File: src/rtl/serial_frame_receiver.sv
// Deserializes MSB-first 32-bit serial frames into a 2-entry word buffer with valid/ready output.
// Word visible 2 Clk edges after the final SerClk rise; on a full buffer without a pop the word is dropped.
module serial_frame_receiver #(
  parameter int WORD_W = 32
) (
  input  logic              Clk,
  input  logic              Reset,
  input  logic              SerData,
  input  logic              SerClk,
  input  logic              SerValid,
  input  logic              RxReady,
  output logic              RxValid,
  output logic [WORD_W-1:0] RxWord,
  output logic [7:0]        FieldA,
  output logic [7:0]        FieldB,
  output logic [7:0]        FieldRes,
  output logic [3:0]        FieldSel,
  output logic [3:0]        FieldFlag,
  output logic              FrameErr,
  output logic              Overrun,
  output logic [7:0]        WordCount
);

  logic              d_ser_data, d_ser_clk, d_ser_valid;
  logic              p_ser_clk, p_ser_valid;
  logic [WORD_W-1:0] shift_reg;
  logic [4:0]        bit_cnt;
  logic [WORD_W-1:0] mem [2];
  logic              rd_ptr, wr_ptr;
  logic [1:0]        fill;

  logic              bit_evt, frame_end, word_done, pop, full, do_write;
  logic [WORD_W-1:0] new_word;

  // Rising SerClk seen through the registered input stage, qualified by an active frame.
  assign bit_evt   = d_ser_clk & ~p_ser_clk & d_ser_valid;
  assign frame_end = ~d_ser_valid & p_ser_valid;
  assign word_done = bit_evt & (bit_cnt == 5'd31);
  assign new_word  = {shift_reg[WORD_W-2:0], d_ser_data};

  assign RxValid  = (fill != 2'd0);
  assign RxWord   = mem[rd_ptr];
  assign full     = (fill == 2'd2);
  assign pop      = RxValid & RxReady;
  assign do_write = word_done & (~full | pop);

  assign FieldA    = RxWord[31:24];
  assign FieldB    = RxWord[23:16];
  assign FieldRes  = RxWord[15:8];
  assign FieldSel  = RxWord[7:4];
  assign FieldFlag = RxWord[3:0];

  always_ff @(posedge Clk or posedge Reset) begin
    if (Reset) begin
      d_ser_data  <= 1'b0;
      d_ser_clk   <= 1'b0;
      d_ser_valid <= 1'b0;
      p_ser_clk   <= 1'b0;
      p_ser_valid <= 1'b0;
      shift_reg   <= '0;
      bit_cnt     <= 5'd0;
      mem[0]      <= '0;
      mem[1]      <= '0;
      rd_ptr      <= 1'b0;
      wr_ptr      <= 1'b0;
      fill        <= 2'd0;
      FrameErr    <= 1'b0;
      Overrun     <= 1'b0;
      WordCount   <= 8'd0;
    end else begin
      d_ser_data  <= SerData;
      d_ser_clk   <= SerClk;
      d_ser_valid <= SerValid;
      p_ser_clk   <= d_ser_clk;
      p_ser_valid <= d_ser_valid;

      // bit_cnt wraps 31->0 naturally, so back-to-back frames need no special case.
      if (bit_evt) begin
        shift_reg <= new_word;
        bit_cnt   <= bit_cnt + 5'd1;
      end else if (frame_end) begin
        shift_reg <= '0;
        bit_cnt   <= 5'd0;
      end

      FrameErr <= frame_end & (bit_cnt != 5'd0);
      Overrun  <= word_done & full & ~pop;

      if (do_write) begin
        mem[wr_ptr] <= new_word;
        wr_ptr      <= ~wr_ptr;
        WordCount   <= WordCount + 8'd1;
      end
      if (pop)
        rd_ptr <= ~rd_ptr;
      fill <= fill + {1'b0, do_write} - {1'b0, pop};
    end
  end

endmodule

File: config.mk
export PLATFORM = sky130hd
export DESIGN_NAME = serial_frame_receiver
export DESIGN_NICKNAME = d
export VERILOG_FILES = /design/src/rtl/serial_frame_receiver.sv
export SDC_FILE = /design/constraint.sdc
export NUM_CORES = 1
export LEC_CHECK = 0
export CORE_MARGIN = 5
export CORE_UTILIZATION = 50
export CTS_BUF_LIST = sky130_fd_sc_hd__clkbuf_8
export CTS_CLUSTER_DIAMETER = 120
export DETAILED_ROUTE_END_ITERATION = 10
export PLACE_DENSITY = 0.78
export SKIP_CTS_REPAIR_TIMING = 1
export SLEW_MARGIN = 20
export SYNTH_ARGS = -nofsm -noshare
export SYNTH_HDL_FRONTEND = slang
export SYNTH_SLANG_ARGS = --single-unit
File: constraint.sdc
create_clock -name Clk -period 3.47 [get_ports Clk]
set_input_delay 0.347 -clock Clk [delete_from_list [all_inputs] [get_ports Clk]]
set_output_delay 0.347 -clock Clk [all_outputs]
set_load 0.05 [all_outputs]
== After elaboration in Yosys (flattened, before gate mapping) ==
Index checks and enable logic that the tools add are counted.
W data, S select, Z words.
Storage, ports and cells
  output and inout bits: 75
  bits in registers: 119
  bits of input ports: 6
Cells by class
  equality and inequality tests: 2
  reductions and logical operators: 4
  $add $sub $neg: 4
  magnitude comparators: 3
  multiplexer cells: 10
  bitwise operators: 18
Operator list (number)
  $mux W32: 4
  $bwmux W64: 1
  $mux W31: 2
  $demux W32 S1: 1
  $mux W5: 2
  $and A1 B1 Y1: 9
  $add A8 B1 Y8 const B: 1
  $not A1 Y1: 6
  $add A5 B1 Y5 const B: 1
  $eq A5 B5 Y1 const B: 1
  $reduce_bool A5 Y1: 1
  $ge A2 B2 Y1 const B: 2
  $not A1 Y2: 2
  $reduce_bool A2 Y1: 2
  $add A2 B1 Y2: 1
  $eq A2 B2 Y1 const B: 1
  $lt A2 B1 Y1 const B: 1
  $sub A2 B1 Y2: 1
  $logic_and A1 B1 Y1: 1
  $or A1 B1 Y1: 1

== Logic depth before layout (Yosys ltp) ==
  depth in word-level cells: 7
  mapped depth: 11
  mapped depth without buffers: 11

== Worst setup path after synthesis ==
Ideal clock, no wire load.
  path type: register -> register
  start point: reg bit_cnt[0]
  end point: reg fill[1]
  path slack: 1.187 ns
  path buffers: 0
  stages on the path, launching flop included: 12
  setup time: 0.123 ns
  arrival: 2.160 ns
  cell sequence: dfrtp_1 -> ha_1 -> and3_1 -> ha_1 -> nand4b_2 -> nor2_1 -> inv_1 -> ha_1 -> inv_1 -> ha_1 -> xnor2_1 -> xnor2_1
On the way
  longest elaborated chain between the ends: 5
Ends and longest elaborated chain
  start, declared: RTL line 27  | logic [4:0] bit_cnt;
  start signal, assigned: RTL line 80  | bit_cnt <= bit_cnt + 5'd1;
  $eq A5 B5 Y1: RTL line 38  | assign word_done = bit_evt & (bit_cnt == 5'd31);
  $and A1 B1 Y1: RTL line 38
  $and A1 B1 Y1: RTL line 45  | assign do_write = word_done & (~full | pop);
  $add A2 B1 Y2: RTL line 96  | fill <= fill + {1'b0, do_write} - {1'b0, pop};
  $sub A2 B1 Y2: RTL line 96
  end signal, assigned: RTL line 96
  end, declared: RTL line 30  | logic [1:0] fill;
Every way passes these cells.
A chain may end at the register's enable or synchronous reset.

== Worst setup path in the final report ==
  start point: reg bit_cnt[0]
  end point: reg mem[30] in the netlist's numbering
On the way
  longest elaborated chain between the ends: 3
Ends and longest elaborated chain
  $eq A5 B5 Y1: RTL line 38
  $and A1 B1 Y1: RTL line 38
  $and A1 B1 Y1: RTL line 45
  end signal, assigned by index: RTL line 90  | mem[wr_ptr] <= new_word;
  end, declared: RTL line 28  | logic [WORD_W-1:0] mem [2];
Every way passes these cells.

==> metrics.log <==
INFO  metric cp_slowest_cell = sky130_fd_sc_hd__nand3_2
INFO  metric tightestPinTransition = 0.8791 ns
INFO  metric worstSetupPathType = reg -> reg
INFO  metric outcome = complete, no violations
INFO  metric share_of_post_route_cells_with_drive_strength_above_1 = 28.25%
INFO  metric power.share.switching = roughly a quarter
INFO  metric grt_setup_unrepaired = no
INFO  metric power.density = 456.1 nW/µm²
INFO  metric cts_max_path_buffers = 2
INFO  metric synth_area_leader_cell = sky130_fd_sc_hd__dfrtp_1
INFO  metric detail_route.drc_violations = 0
INFO  metric slowest_delay = ~0.68 ns
INFO  metric portion_of_synthesized_cell_area_occupied_by_the_leading_cell_type = 56.17%
INFO  metric hold_class = in -> reg
INFO  metric die_width = 113.0 µm
INFO  metric post_synth_num_cell_types = 33
INFO  metric postRouteWirelength = 9.610 mm
INFO  metric maxCapViolCount = 0
INFO  metric seq_area_frac_synth = 56.17%
INFO  metric start_kind = register
INFO  metric clk_latency = 0.42 ns
INFO  metric syn-mean-instance-area = 12.44 µm²
INFO  metric cts_root_buffer = sky130_fd_sc_hd__clkbuf_8
INFO  metric initial_core_util = about half
INFO  metric diodes = 0
INFO  metric total_leakage_power = 0.003104 µW
INFO  metric power_switching = between 700 and 800 µW
INFO  metric place.detailed.hpwl = 6.235 mm
INFO  metric pwr-share-clk = 38.5%
INFO  metric mappedNetlistArea = around 5300 µm²
INFO  metric postPlaceCellArea = 5972 µm²
INFO  metric worst-path-max-fanout = 32
INFO  metric areaGrowthSynthToFinish = 19.42%
INFO  metric final_net_count = 491
INFO  metric grt_max_degree = 86
INFO  metric hold_violations = 0
INFO  metric timing.critical_path.arrival = between 2 and 3 ns
INFO  metric drt_first_pass_iters = 4
INFO  metric detailedRoute.firstIterationViolations = 119
INFO  metric htree_num_levels = 4
INFO  metric cts.sinks = 119
INFO  metric rows = 37
INFO  metric slew_headroom = 41.32%
INFO  metric total_grt_usage = around 16%
INFO  metric timing.critical_path.required = 3.77 ns
INFO  metric port_buffers = 80
INFO  metric first_global_vias = between 3000 and 4000
INFO  metric post_synthesis_net_count = about 440
INFO  metric timing.critical_path.to_type = register
INFO  metric wire_length_of_the_first_global_routing_pass = 16.46 mm
INFO  metric coreArea = 10320 µm²
INFO  metric number_of_register_bits_inferred_by_synthesis = 119
INFO  metric finalWorstPathRequiredPeriod = 2.621 ns
INFO  metric setup_ws = 0.8487 ns
INFO  metric timing.setup.tns = 0 ns
INFO  metric antenna_found_initial = 0
INFO  metric finClkSkew = 0.01392 ns
INFO  metric seqPwrFrac = ~50%
INFO  metric critical_path.most_common_cell = sky130_fd_sc_hd__ha_1
INFO  metric cts-buffers-inserted = 17
INFO  metric report.final.slew_viol_count = 0
INFO  metric num_io_pins = slightly above 80
INFO  metric most-common-layout-cells = sky130_fd_sc_hd__dfrtp_1, sky130_fd_sc_hd__mux2_2, sky130_fd_sc_hd__clkdlybuf4s50_1
INFO  metric max_clock_freq = 0.3815 GHz
INFO  metric post_synth_main_area_contributors = sky130_fd_sc_hd__dfrtp_1, sky130_fd_sc_hd__mux2_2, sky130_fd_sc_hd__nand2_1, sky130_fd_sc_hd__buf_4, sky130_fd_sc_hd__nand3_1
INFO  metric dieArea = 12760 µm²
INFO  metric fin_crit_sh = 75.54%
INFO  metric setup_viol = 0
INFO  metric timing.critical_path.cells = ha_1 -> and3_1 -> ha_1 -> and4b_1 -> nand3_2 -> mux2_1
INFO  metric power.combinational.fraction = 11.5%
INFO  metric preCtsSetupSlack = about 0.84 ns
INFO  metric gpl.final_weighted_congestion = about 0.72
INFO  metric final_design_area_no_fill = 6331 µm²
INFO  metric die-height = 113.0 µm
INFO  metric post_drt_via_cell_ratio = 5.170
INFO  metric final_core_utilization = 61.33%
INFO  metric tritoncts_clock_tree = done
INFO  metric synthesis.instances = ~430
INFO  metric route.detailed.wl_per_inst = 15.30 µm
INFO  metric layout.cells.most_common = sky130_fd_sc_hd__dfrtp_1
INFO  metric largest_reg_flops = 64
INFO  metric irDropWorstVdd = between 0.0002 and 0.0003 V
INFO  metric clkSlewWorstSetupHoldPaths = 0.07 ns
INFO  metric routed-via-count = 3247
INFO  metric holdWs = between 0.3 and 0.4 ns
INFO  metric p_int = 2124 µW
INFO  metric globalRouteOverflowTotal = 0
INFO  metric synth-warning-count = 0
INFO  metric route.antenna.remaining_nets = 0
[metrics by stage]
stage	total power (µW)	cells
global route	3010	628
global placement	1792	596
CTS	2920	628
finish	2888	628
detailed placement	1803	596
floorplan	1716	426
[power by group through the flow]
| stage | registers, µW | logic [µW] | clock network, µW |
|---|---|---|---|
| after floorplan | 1460 | 251 | 0 |
| after global placement | 1470 | 325 | 0 |
| after detailed placement | 1470 | 334 | 0 |
| after CTS | 1440 | 334 | 1140 |
| after global routing | 1450 | 355 | 1210 |
| final | 1440 | 331 | 1110 |
[metal layers]
metal / GRT usage (%) / vias up / routed length, µm
met5: 0 / - / 0
met4: 5.288 / 0 / 110
met3: 4.652 / 11 / 412
met2: 27.09 / 65 / 4838
met1: 19.61 / 1645 / 4247
li1: - / 1526 / -
[logic make-up after synthesis]
group / after synthesis / share of synthesized area [%]
DFF: 119 / 56.17
muxes: 100 / 21.17
AOI/OAI and AO/OA: 1 / 0.09432
xor gates and xnor gates: 11 / 1.817
adders and majority gates: 6 / 1.416
buffers and inverters: 59 / 7.387
and+or+nand+nor: 130 / 11.94
[area by class of cell]
class	count	area (µm²)
clock buffer	18	247.7
inverter	6	26.28
clock inverter	14	111.4
tap	136	170.2
timing repair buffer	87	865.8
fill	835	3993
multi-input combinational	248	1932
sequential	119	2978
[worst paths after layout]
check,from,endpoint,slack (ns),cells after the start
max,bit_cnt[0],mem[30],0.85,6
min,SerValid,d_ser_valid,0.36,1
max reg2reg,bit_cnt[0],mem[30],0.85,6
min reg2reg,WordCount[7],WordCount[7],0.46,1
max in group asynchronous,Reset,mem[33],2.20,3
min in group asynchronous,Reset,mem[53],0.41,2
[cell usage after synthesis]
cell type and instances:
sky130_fd_sc_hd__xor2_1 8, sky130_fd_sc_hd__and2_1 1, sky130_fd_sc_hd__xnor2_1 3, sky130_fd_sc_hd__mux2_1 2
sky130_fd_sc_hd__and3_1 1, sky130_fd_sc_hd__clkbuf_1 8, sky130_fd_sc_hd__mux2i_1 3, sky130_fd_sc_hd__or3b_1 1
sky130_fd_sc_hd__buf_1 3, sky130_fd_sc_hd__nand4_1 2, sky130_fd_sc_hd__nor3b_4 1, sky130_fd_sc_hd__and4b_1 1
sky130_fd_sc_hd__o21ai_0 1, sky130_fd_sc_hd__and3b_1 1, sky130_fd_sc_hd__nand3_1 37, sky130_fd_sc_hd__buf_4 32
sky130_fd_sc_hd__mux2_2 95, sky130_fd_sc_hd__nor3_4 1, sky130_fd_sc_hd__nand4b_2 1, sky130_fd_sc_hd__dfrtp_1 119
sky130_fd_sc_hd__nor2_1 3, sky130_fd_sc_hd__buf_6 6, sky130_fd_sc_hd__nor4b_1 2, sky130_fd_sc_hd__nand2b_1 1
sky130_fd_sc_hd__nand3_2 1, sky130_fd_sc_hd__ha_1 6, sky130_fd_sc_hd__or2_2 1, sky130_fd_sc_hd__nand2_1 70
sky130_fd_sc_hd__nor4_1 3, sky130_fd_sc_hd__inv_1 6, sky130_fd_sc_hd__nor3_1 1, sky130_fd_sc_hd__nand3b_1 1
sky130_fd_sc_hd__buf_2 4
[worst max-delay path: cells and delay by family, from the launching register on]
family / cells / cell delay, ns
fa+ha+maj: 2 / 0.38
flops: 1 / 0.40
mux: 1 / 0.60
simple gates: 3 / 1.09
No activity file was read; power rests on OpenSTA's default activity.
